--- src/rtl/mux_pkt_arbiter_pkg.sv ---
// Shared flit-type encodings, arbiter state codes and mux select constants
// for the packet-granular output-port arbiter.
package mux_pkt_arbiter_pkg;

  localparam logic [1:0] TypeNone = 2'b00;
  localparam logic [1:0] TypeHead = 2'b01;
  localparam logic [1:0] TypeData = 2'b10;
  localparam logic [1:0] TypeTail = 2'b11;

  typedef enum logic [1:0] {
    ArbIdle  = 2'b00,
    ArbLock0 = 2'b01,
    ArbLock1 = 2'b10
  } arb_state_e;

  localparam int unsigned SelPort0 = 1;
  localparam int unsigned SelPort1 = 2;

endpackage

--- src/rtl/mux_pkt_arbiter_if.sv ---
// Flit handshake between the two input ports, the downstream sink and the arbiter.
interface mux_pkt_arbiter_if #(
  parameter int unsigned SEL_W = 5,
  parameter int unsigned TYPEW = 2
) ();

  logic             ivalid_0;
  logic [TYPEW-1:0] itype_0;
  logic             ivalid_1;
  logic [TYPEW-1:0] itype_1;
  logic             oready;
  logic [SEL_W-1:0] sel;
  logic             grant_0;
  logic             grant_1;
  logic             locked;
  logic             abort;

  modport master (
    output ivalid_0, itype_0, ivalid_1, itype_1, oready,
    input  sel, grant_0, grant_1, locked, abort
  );

  modport slave (
    input  ivalid_0, itype_0, ivalid_1, itype_1, oready,
    output sel, grant_0, grant_1, locked, abort
  );

endinterface

--- src/rtl/mux_pkt_arbiter_arb_rr2.sv ---
// Two-input round-robin pick: a lone requester wins, a tie goes to the port
// that did not win last.
module arb_rr2 (
  input  logic [1:0] req_i,
  input  logic       rr_last_i,
  output logic       gnt_idx_o,
  output logic       any_o
);

  assign any_o     = |req_i;
  assign gnt_idx_o = (req_i == 2'b11) ? ~rr_last_i : req_i[1];

endmodule

--- src/rtl/mux_pkt_arbiter.sv ---
// Packet-granular round-robin arbiter driving the 2:1 output mux select; holds
// the lock HEAD..TAIL, honours downstream backpressure and breaks stalled locks.
module mux_pkt_arbiter
  import mux_pkt_arbiter_pkg::*;
#(
  parameter int unsigned SEL_W     = 5,
  parameter int unsigned TYPEW     = 2,
  parameter int unsigned STALL_MAX = 64
) (
  input logic              clk,
  input logic              rst,
  mux_pkt_arbiter_if.slave bus
);

  localparam int unsigned     CntW    = $clog2(STALL_MAX);
  localparam logic [CntW-1:0] CntLast = CntW'(STALL_MAX - 1);

  arb_state_e       state_q, state_d;
  logic [SEL_W-1:0] sel_q, sel_d;
  logic             rr_last_q, rr_last_d;
  logic [CntW-1:0]  stall_cnt_q, stall_cnt_d;

  logic [1:0] req;
  logic       gnt_idx;
  logic       req_any;
  logic       lock_valid;
  logic       lock_tail;
  logic       xfer;
  logic       grant_0;
  logic       grant_1;
  logic       abort;

  assign req[0] = bus.ivalid_0 && (bus.itype_0 == TYPEW'(TypeHead));
  assign req[1] = bus.ivalid_1 && (bus.itype_1 == TYPEW'(TypeHead));

  arb_rr2 u_arb_rr2 (
    .req_i     (req),
    .rr_last_i (rr_last_q),
    .gnt_idx_o (gnt_idx),
    .any_o     (req_any)
  );

  always_comb begin
    state_d     = state_q;
    sel_d       = sel_q;
    rr_last_d   = rr_last_q;
    stall_cnt_d = stall_cnt_q;
    lock_valid  = 1'b0;
    lock_tail   = 1'b0;
    xfer        = 1'b0;
    grant_0     = 1'b0;
    grant_1     = 1'b0;
    abort       = 1'b0;
    unique case (state_q)
      ArbIdle: begin
        stall_cnt_d = '0;
        if (req_any) begin
          state_d   = gnt_idx ? ArbLock1 : ArbLock0;
          sel_d     = gnt_idx ? SEL_W'(SelPort1) : SEL_W'(SelPort0);
          rr_last_d = gnt_idx;
        end
      end
      ArbLock0, ArbLock1: begin
        lock_valid = (state_q == ArbLock1) ? bus.ivalid_1 : bus.ivalid_0;
        lock_tail  = (state_q == ArbLock1) ? (bus.itype_1 == TYPEW'(TypeTail))
                                           : (bus.itype_0 == TYPEW'(TypeTail));
        xfer       = lock_valid && bus.oready;
        grant_0    = xfer && (state_q == ArbLock0);
        grant_1    = xfer && (state_q == ArbLock1);
        if (xfer) begin
          stall_cnt_d = '0;
          if (lock_tail) begin
            state_d = ArbIdle;
            sel_d   = '0;
          end
        end else if (!lock_valid) begin
          // Only an empty source counts; oready=0 with a valid flit is legitimate.
          if (stall_cnt_q >= CntLast) begin
            abort       = 1'b1;
            state_d     = ArbIdle;
            sel_d       = '0;
            stall_cnt_d = '0;
          end else begin
            stall_cnt_d = stall_cnt_q + CntW'(1);
          end
        end
      end
      default: begin
        state_d = ArbIdle;
        sel_d   = '0;
      end
    endcase
    // The lock is dropped at the reset edge, so nothing may be popped now.
    if (rst) begin
      grant_0 = 1'b0;
      grant_1 = 1'b0;
      abort   = 1'b0;
    end
  end

  always_ff @(posedge clk) begin
    if (rst) begin
      state_q     <= ArbIdle;
      sel_q       <= '0;
      rr_last_q   <= 1'b1;
      stall_cnt_q <= '0;
    end else begin
      state_q     <= state_d;
      sel_q       <= sel_d;
      rr_last_q   <= rr_last_d;
      stall_cnt_q <= stall_cnt_d;
    end
  end

  assign bus.sel     = sel_q;
  assign bus.grant_0 = grant_0;
  assign bus.grant_1 = grant_1;
  assign bus.locked  = (state_q != ArbIdle);
  assign bus.abort   = abort;

  sel_legal_a: assert property (@(posedge clk) disable iff (rst)
    !$isunknown(sel_q) &&
    ((sel_q == '0) || (sel_q == SEL_W'(SelPort0)) || (sel_q == SEL_W'(SelPort1))));

endmodule
--- src/flat_wrapper.sv ---
// flat-port wrapper written by rule: the top's interface ports become plain ports
module mux_pkt_arbiter_flat import mux_pkt_arbiter_pkg::*;
#(
  parameter int unsigned SEL_W     = 5,
  parameter int unsigned TYPEW     = 2,
  parameter int unsigned STALL_MAX = 64
)
  (clk, rst, bus_ivalid_0, bus_itype_0, bus_ivalid_1, bus_itype_1, bus_oready, bus_sel, bus_grant_0, bus_grant_1, bus_locked, bus_abort);
  mux_pkt_arbiter_if #(.SEL_W(SEL_W), .TYPEW(TYPEW)) bus_i ();
  input logic clk;
  input logic rst;
  input wire logic [$bits(bus_i.ivalid_0)-1:0] bus_ivalid_0;
  input wire logic [$bits(bus_i.itype_0)-1:0] bus_itype_0;
  input wire logic [$bits(bus_i.ivalid_1)-1:0] bus_ivalid_1;
  input wire logic [$bits(bus_i.itype_1)-1:0] bus_itype_1;
  input wire logic [$bits(bus_i.oready)-1:0] bus_oready;
  output wire logic [$bits(bus_i.sel)-1:0] bus_sel;
  output wire logic [$bits(bus_i.grant_0)-1:0] bus_grant_0;
  output wire logic [$bits(bus_i.grant_1)-1:0] bus_grant_1;
  output wire logic [$bits(bus_i.locked)-1:0] bus_locked;
  output wire logic [$bits(bus_i.abort)-1:0] bus_abort;
  assign bus_i.ivalid_0 = bus_ivalid_0;
  assign bus_i.itype_0 = bus_itype_0;
  assign bus_i.ivalid_1 = bus_ivalid_1;
  assign bus_i.itype_1 = bus_itype_1;
  assign bus_i.oready = bus_oready;
  assign bus_sel = bus_i.sel;
  assign bus_grant_0 = bus_i.grant_0;
  assign bus_grant_1 = bus_i.grant_1;
  assign bus_locked = bus_i.locked;
  assign bus_abort = bus_i.abort;
  mux_pkt_arbiter #(.SEL_W(SEL_W), .TYPEW(TYPEW), .STALL_MAX(STALL_MAX)) u_core (.clk(clk), .rst(rst), .bus(bus_i));
endmodule
--- config.mk ---
export PLATFORM = sky130hd
export DESIGN_NAME = mux_pkt_arbiter_flat
export DESIGN_NICKNAME = d
export VERILOG_FILES = /design/src/rtl/mux_pkt_arbiter_pkg.sv /design/src/rtl/mux_pkt_arbiter_if.sv /design/src/rtl/mux_pkt_arbiter_arb_rr2.sv /design/src/rtl/mux_pkt_arbiter.sv /design/src/flat_wrapper.sv
export SDC_FILE = /design/constraint.sdc
export NUM_CORES = 1
export LEC_CHECK = 0
export ABC_AREA = 1
export BUFFER_PORTS_ARGS = -buffer_cell sky130_fd_sc_hd__buf_2
export CAP_MARGIN = 30
export CELL_PAD_IN_SITES_DETAIL_PLACEMENT = 0
export CELL_PAD_IN_SITES_GLOBAL_PLACEMENT = 2
export CORE_ASPECT_RATIO = 1.1
export CORE_MARGIN = 2
export CORE_UTILIZATION = 28
export DETAILED_ROUTE_END_ITERATION = 16
export PLACE_DENSITY = 0.82
export SLEW_MARGIN = 20
export SYNTH_ARGS = -nofsm -noshare
export SYNTH_HDL_FRONTEND = slang
export SYNTH_HIERARCHICAL = 1
export SYNTH_SLANG_ARGS = --single-unit
--- constraint.sdc ---
create_clock -name clk -period 3 [get_ports clk]
set_clock_uncertainty 0.15 [all_clocks]
set_input_delay 0.3 -clock clk [delete_from_list [all_inputs] [get_ports clk]]
set_output_delay 0.3 -clock clk [all_outputs]
set_load 0.005 [all_outputs]
Word-level counts from Yosys, hierarchy flattened
Cells that the tools add are included.
Storage, ports and cells
  bits in registers: 14
  bits in latches: 0
  bits in writable memories: 0
  memory bits (read-only): 0
  memories kept: 0
Cells by class
  add/subtract/negate cells: 1
  $mul: 0
  divide/modulo/power cells: 0
  order comparisons: 1
  equal/unequal tests: 11
  shifts and indexed selects: 0
  mux-type cells: 30
  bitwise gates (word level): 1
  reduce and logical (&&, ||, !) cells: 13
Operators by type and width (number)
  5-bit two-way mux: 5
  6-bit two-way mux: 3
  2-bit two-way mux: 7
  1-bit two-way mux: 12
  6-bit case mux with 2 select lines: 1
  5-bit case mux with 2 select lines: 1
  2-bit equality test (second input constant): 4
  6-bit by 1-bit adder with 6-bit output (second input constant): 1
  2-bit by 1-bit equality test with 1-bit output (second input constant): 3
  6-bit greater-or-equal comparator (second input constant): 1
  1-bit logical AND: 5
  2-bit case mux with 2 select lines: 1
  2-bit AND reduction: 2
  4-bit AND reduction: 1
  2-bit nonzero test: 2
  2-bit OR reduction: 2
  3-bit by 1-bit != test with 1-bit output (second input constant): 1
  3-bit by 2-bit != test with 1-bit output (second input constant): 1
  3-bit != test (second input constant): 1
  2-bit zero test: 1
  2-bit by 1-bit != test with 1-bit output (second input constant): 1
  1-bit NOT: 1

Depth between registers and ports, before layout
Gate-level depths: netlist (run 1).
  word-level depth: 7
  depth in mapped cells: 12
  depth with buffers taken out: 12

Modules after synthesis
The synthesis (run 1) kept the hierarchy.
By module, submodules not included
  mux_pkt_arbiter: times used 1, cells an instance 107, area each 689.4 um^2, sequential area each 180.2 um^2
  arb_rr2: times used 1, cells an instance 3, area each 15.0 um^2, sequential area each 0.0 um^2

Least setup slack after synthesis (run 1)
OpenSTA, ideal clock, no wires.
  path type: register -> output
  from: register u_core/bus.sel[1] (netlist name)
  to: output port bus_abort
  data arrival time: 1174 ps
  slack: 1376 ps
  stages on the path, launching flop included: 5
  cell sequence: dfxtp_1 inv_1 ha_1 inv_2 nor4_1
RTL lines
  end: declaration: line flat_wrapper.sv:21  | output wire logic [$bits(bus_i.abort)-1:0] bus_abort;

==> run_results.csv, run 1 <==
group,metric,value,unit
global_route,grtUsageTotal,0.116,
hold_path,hold_start,"rst",
finish,postLayoutCellArea,825,um^2
drt,wirelength,1.51,mm
critical_path,critPathMaxStageDelay,400,ps
critical_path,crit_path_start,"u_core/bus.sel[0]$_SDFFE_PP0P_",
clock_network,path_clk_slew,70,ps
sta,rsz0062_at_grt,"false",
synthesis,synth_area,704,um^2
synthesis,syn_area_per_cell,6.40,um^2
critical_path,arrival,1600,ps
hold_path,whs_path_depth,2,
placed_design,postPlaceCellArea,798,um^2
global_route,grt_pass1_wl,2.48,mm
critical_path,crit_type,"reg2out",
sta,finalSetupViolations,0,
floorplan,core_area,2450,um^2
sta,max_freq,488,MHz
pwr,peakVddDrop,333,uV
critical_path,end_kind,"output pin",
hold_path,hp-class,"in2reg",
floorplan,die_w,51.8,um
sta,fin_crit_sh,0.683,
sta,post-route-min-period,2050,ps
clock_network,clk_path_buf_depth,2,
synthesis,synth_top_area_share,0.256,
synthesis,synth-seq-cells,9,
clock_network,cts_setup_buffers,0,
clock_network,cts_tree,"built",
drt,vias,684,
critical_path,r2r_cells,10,
synthesis,yosysWarnings,6,
floorplan,pin_count,18,
synthesis,ys_top_cells_by_area,"dfxtp_1, nand2_1, inv_1",
floorplan,die_area,2930,um^2
finish,area_growth,17.1,%
synthesis,synth_compound_area_frac,0.0444,
floorplan,start_util,0.288,
finish,nets,142,
finish,antenna_cells,0,
critical_path,crit_chain,"inv_1 > ha_1 > inv_2 > nor4_1 > buf_2",
global_route,first_global_vias,623,
status,status,"finished clean",
synthesis,postSynthCellCount,110,
drt,firstDrtPassIters,4,
critical_path,cp-start-kind,"register",
floorplan,die_y,56.6,um
sta,maxSlewViolCount,0,
global_route,grt_max_degree,9,
placed_design,hpwlAfterDp,1.26,mm
global_route,antenna_found_initial,0,
drt,drtIter0Drc,9,
synthesis,yosys.area_share.simple,0.442,
synthesis,synthAdderAreaFrac,0.0888,
global_route,grt_overflow,0,
clock_network,numCtsBuffers,3,
clock_network,cts.sinks,9,
drt,vias_per_cell,4.33,
critical_path,cp_max_fo,5,
synthesis,synthMuxAreaShare,0,
clock_network,htree_levels,1,
clock_network,cts-root-buf,"clkbuf_4",
floorplan,rows,19,
critical_path,timing.reg2reg.setup_slack,1260,ps
clock_network,clock_latency,260,ps
critical_path,cp_slowest_cell,"ha_1",
finish,n_fill_cell,276,
finish,drive_gt1_frac,0.244,
clock_network,cts_hold_buffers,0,
sta,fin_tns_setup,0,ps
synthesis,ys_types,23,
drt,drc,0,
job,drv_cap,0,
pwr,pwr_density_cell,809,nW/um^2
placed_design,gp_congestion,0.759,
sta,hold_violations,0,
pwr,leakagePower,0.427,nW
placed_design,place.port_buffers,14,
drt,ant_nets,0,
synthesis,ys_seq_area_frac,0.256,
synthesis,yosys.area_share.xor_xnor,0.0249,
critical_path,r2r-start,"u_core/bus.sel[0]$_SDFFE_PP0P_",
synthesis,yosysTopAreaCell,"dfxtp_1",
drt,wire_per_inst,9.57,um
critical_path,required,2550,ps
synthesis,synth_top_family_by_area,"simple AND/OR/NAND/NOR gates",
clock_network,ctsResizeCount,0,
==> power breakdown <==
part	switching, mW	internal (mW)
clock network	0.0467	0.0514
logic	0.264	0.147
registers	0.0170	0.141
==> worst max-delay path: cells and delay by family (launching register included) <==
| kind | cells | cell delay [ps] |
|---|---|---|
| AND/OR/NAND/NOR | 1 | 260 |
| adder cells (fa/ha/maj) | 1 | 400 |
| buffers and inverters | 3 | 320 |
| flip-flops | 1 | 350 |
==> state kept, by name, summed over array words and instances, names as in the netlist <==
signal,cells
u_core/stall_cnt_q,6
u_core/bus.sel,2
u_core/rr_last_q,1
==> path summary, 6_finish.rpt <==
check                                  endpoint
min          u_core/stall_cnt_q[1]$_SDFFE_PP0P_
max                                   bus_abort
max reg2reg      u_core/bus.sel[0]$_SDFFE_PP0P_
min reg2reg  u_core/stall_cnt_q[2]$_SDFFE_PP0P_
==> stage by stage <==
stage | utilization | hold slack (ps) | std cells | total power [mW] | setup WS [ps]
global placement | 0.326 | 299 | 154 | 0.572 | 1270
CTS | 0.337 | 76.6 | 158 | 0.680 | 912
finish | 0.337 | 83.4 | 158 | 0.667 | 950
floorplan | - | 212 | 112 | 0.481 | 1380
global route | 0.337 | 78.0 | 158 | 0.742 | 823
detailed placement | 0.326 | 306 | 154 | 0.578 | 1180
==> cells in the final DEF (no fill, tap or decap), types with 2 or more instances in the layout <==
| cell | count |
|---|---|
| clkbuf_4 | 3 |
| nor2_2 | 2 |
| conb_1 | 3 |
| nand3_1 | 9 |
| nand2_4 | 2 |
| a21oi_1 | 2 |
| nand2_1 | 28 |
| dfxtp_1 | 9 |
| nand3_2 | 2 |
| inv_1 | 18 |
| buf_2 | 14 |
| nor2_1 | 14 |
| nand2_2 | 3 |
| inv_2 | 2 |
| xnor2_1 | 2 |
| ha_1 | 5 |
==> cell usage after synthesis, drive strengths merged <==
cell,n
nor4,1
inv,20
conb,1
ha,5
nand3,11
dfxtp,9
nor3,1
o211ai,1
nand2,33
nor2,17
xnor2,2
a21oi,3
buf,3
o21ai,1
or2,2
==> routing by layer <==
| metal | wire length (um) | vias to the layer above | global-route usage | part of all wire |
|---|---|---|---|---|
| li1 | - | 363 | - | - |
| met1 | 664 | 306 | 0.122 | 0.44 |
| met5 | 0 | - | 0 | 0 |
| met2 | 761 | 11 | 0.204 | 0.50 |
| met4 | 19 | 0 | 0.0677 | 0.013 |
| met3 | 67 | 4 | 0.0266 | 0.044 |
==> cell type report <==
type	instances	area (um^2)	area share
Sequential cell	9	180	0.219
Inverter	20	75.1	0.0910
Timing Repair Buffer	14	70.1	0.0850
Multi-Input combinational cell	80	434	0.527
Clock buffer	4	26.3	0.0319
Tap cell	31	38.8	0.0470
==> kinds of logic (layout without fill, tap and decap cells) <==
group | count (synthesis) | after routing
adder cells (fa/ha/maj) | 5 | 5
AO/OA/AOI/OAI | 5 | 5
AND/OR/NAND/NOR | 65 | 65
XOR/XNOR | 2 | 2
other | 1 | 3
flip-flops | 9 | 9
buffers and inverters | 23 | 38
(Power assumes the default switching activity.)
==> run 2, diff against run 1 <==
Settings changed: CORE_UTILIZATION 28 to 26, PLACE_DENSITY 0.82 to 0.77.
Clock period 3 ns to 1.9 ns, I/O delays scaled along.
==> run_results.csv, run 2 (synthesis gave the netlist of run 1 again) <==
group,metric,value,unit
sta,rsz0062_at_grt,"false",
pwr,pwr_density_cell,1300,nW/um^2
sta,fin_tns_setup,0,ps
global_route,grt_overflow,0,
finish,regMostFlops,"u_core/stall_cnt_q",
critical_path,arrival,1470,ps
drt,ant_nets,0,
finish,antenna_cells,0,
floorplan,die_area,3140,um^2
finish,n_fill_cell,292,
finish,final-seq-area,185,um^2
drt,vias,697,
floorplan,rows,19,
finish,nets,147,
floorplan,start_util,0.277,
clock_network,numCtsBuffers,3,
clock_network,cts-root-buf,"clkbuf_4",
global_route,met3_usage,0.0152,
global_route,grt_pass1_wl,2.63,mm
global_route,grtUsageMet1,0.130,
clock_network,clk_path_buf_depth,2,
floorplan,pin_count,18,
drt,firstDrtPassIters,4,
drt,wirelength,1.62,mm
finish,mostFrequentLayoutCells,"nand2_1, inv_1, buf_2, nor2_1, nand3_1",
finish,largest_reg_flops,6,
finish,finish.utilization,0.359,
finish,final_common_cell,"nand2_1",
clock_network,cts.sinks,9,
hold_path,hp-class,"in2reg",
finish,multi_input_area,473,um^2
clock_network,path_clk_slew,70,ps
sta,finalSetupViolations,0,
global_route,grtUsageTotal,0.115,
critical_path,cp-start-kind,"register",
finish,area_growth,29.7,%
sta,hold_ws,211,ps
pwr,peakVddDrop,575,uV
global_route,grt_max_degree,8,
finish,postLayoutCellArea,913,um^2
sta,fin_crit_sh,0.953,
drt,vias_per_cell,4.28,
global_route,top_usage_layer,"met2",
drt,drc,0,
clock_network,clock_latency,270,ps
critical_path,cp_max_fo,4,
sta,maxSlewViolCount,0,
drt,wire_per_inst,9.96,um
drt,drtIter0Drc,3,
placed_design,hpwlAfterDp,1.28,mm
global_route,antenna_found_initial,0,
finish,drive_gt1_frac,0.333,
critical_path,crit_type,"reg2out",
sta,hold_violations,0,
critical_path,required,1560,ps
clock_network,cts_tree,"built",
critical_path,end_kind,"output pin",
floorplan,die_y,58.6,um
placed_design,gp_congestion,0.762,
job,drv_cap,0,
global_route,first_global_vias,654,
global_route,grt_use_met2,0.203,
sta,max_freq,552,MHz
clock_network,htree_levels,1,
placed_design,place.port_buffers,14,
status,status,"finished clean",
floorplan,die_w,53.6,um
pwr,leakagePower,0.454,nW
placed_design,postPlaceCellArea,806,um^2
sta,post-route-min-period,1810,ps
floorplan,core_area,2540,um^2
[run 2: cell types whose count changed in the layout (fill, tap and decap cells not counted), moves of 2 or more]
cell	delta
buf_4	+4
dfxtp_1	-2
ha_1	-2
ha_4	+2
inv_1	-2
[run 2: critical path: stages, from the launching register on]
cell and delay, ps:
dfxtp_4 360, inv_6 70, ha_4 140, inv_2 50, nand2_2 60, nand2_2 100
nor4_2 270, buf_2 150
[run 2: metrics by stage]
stage	instances	worst slack, ps	power, mW
after floorplan	112	309	0.759
after global placement	155	198	0.914
after detailed placement	155	173	0.916
after CTS	160	9.00	1.14
after global routing	163	1.76	1.30
final	163	89.5	1.19
[run 2: routing by layer]
| layer | share of wire | vias up |
|---|---|---|
| met4 | 0.017 | 0 |
| met2 | 0.50 | 17 |
| li1 | - | 374 |
| met1 | 0.44 | 302 |
| met5 | 0 | - |
| met3 | 0.047 | 4 |
[run 2: power by group]
| part | total, mW | switching [mW] | internal, mW |
|---|---|---|---|
| combinational | 0.759 | 0.449 | 0.310 |
| clock | 0.156 | 0.0753 | 0.0812 |
| sequential | 0.270 | 0.0388 | 0.231 |
[run 2: repair_timing]
action,in CTS,in global routing
setup endpoints to repair,2,3
setup buffers,0,3
hold buffers,1,0
pin swaps,0,3
resized for setup,7,7
endpoints found under the hold margin,1,0
[run 2: final timing paths]
path	from	end	slack, ps	cells past startpoint
worst max register to register	u_core/bus.sel[0]$_SDFFE_PP0P_	u_core/stall_cnt_q[1]$_SDFFE_PP0P_	290	10
worst max-delay path	u_core/bus.sel[0]$_SDFFE_PP0P_	bus_abort	90	7
worst min register to register	u_core/stall_cnt_q[2]$_SDFFE_PP0P_	u_core/stall_cnt_q[2]$_SDFFE_PP0P_	320	2
worst min-delay path	bus_oready	u_core/stall_cnt_q[2]$_SDFFE_PP0P_	210	6
[run 2: layout make-up]
| cell class | count | share of cell area |
|---|---|---|
| timing repair buffer | 19 | 0.121 |
| tap | 31 | 0.0425 |
| inverter | 20 | 0.0877 |
| sequential | 9 | 0.203 |
| multi-input combinational | 80 | 0.518 |
| clock buffer | 4 | 0.0288 |
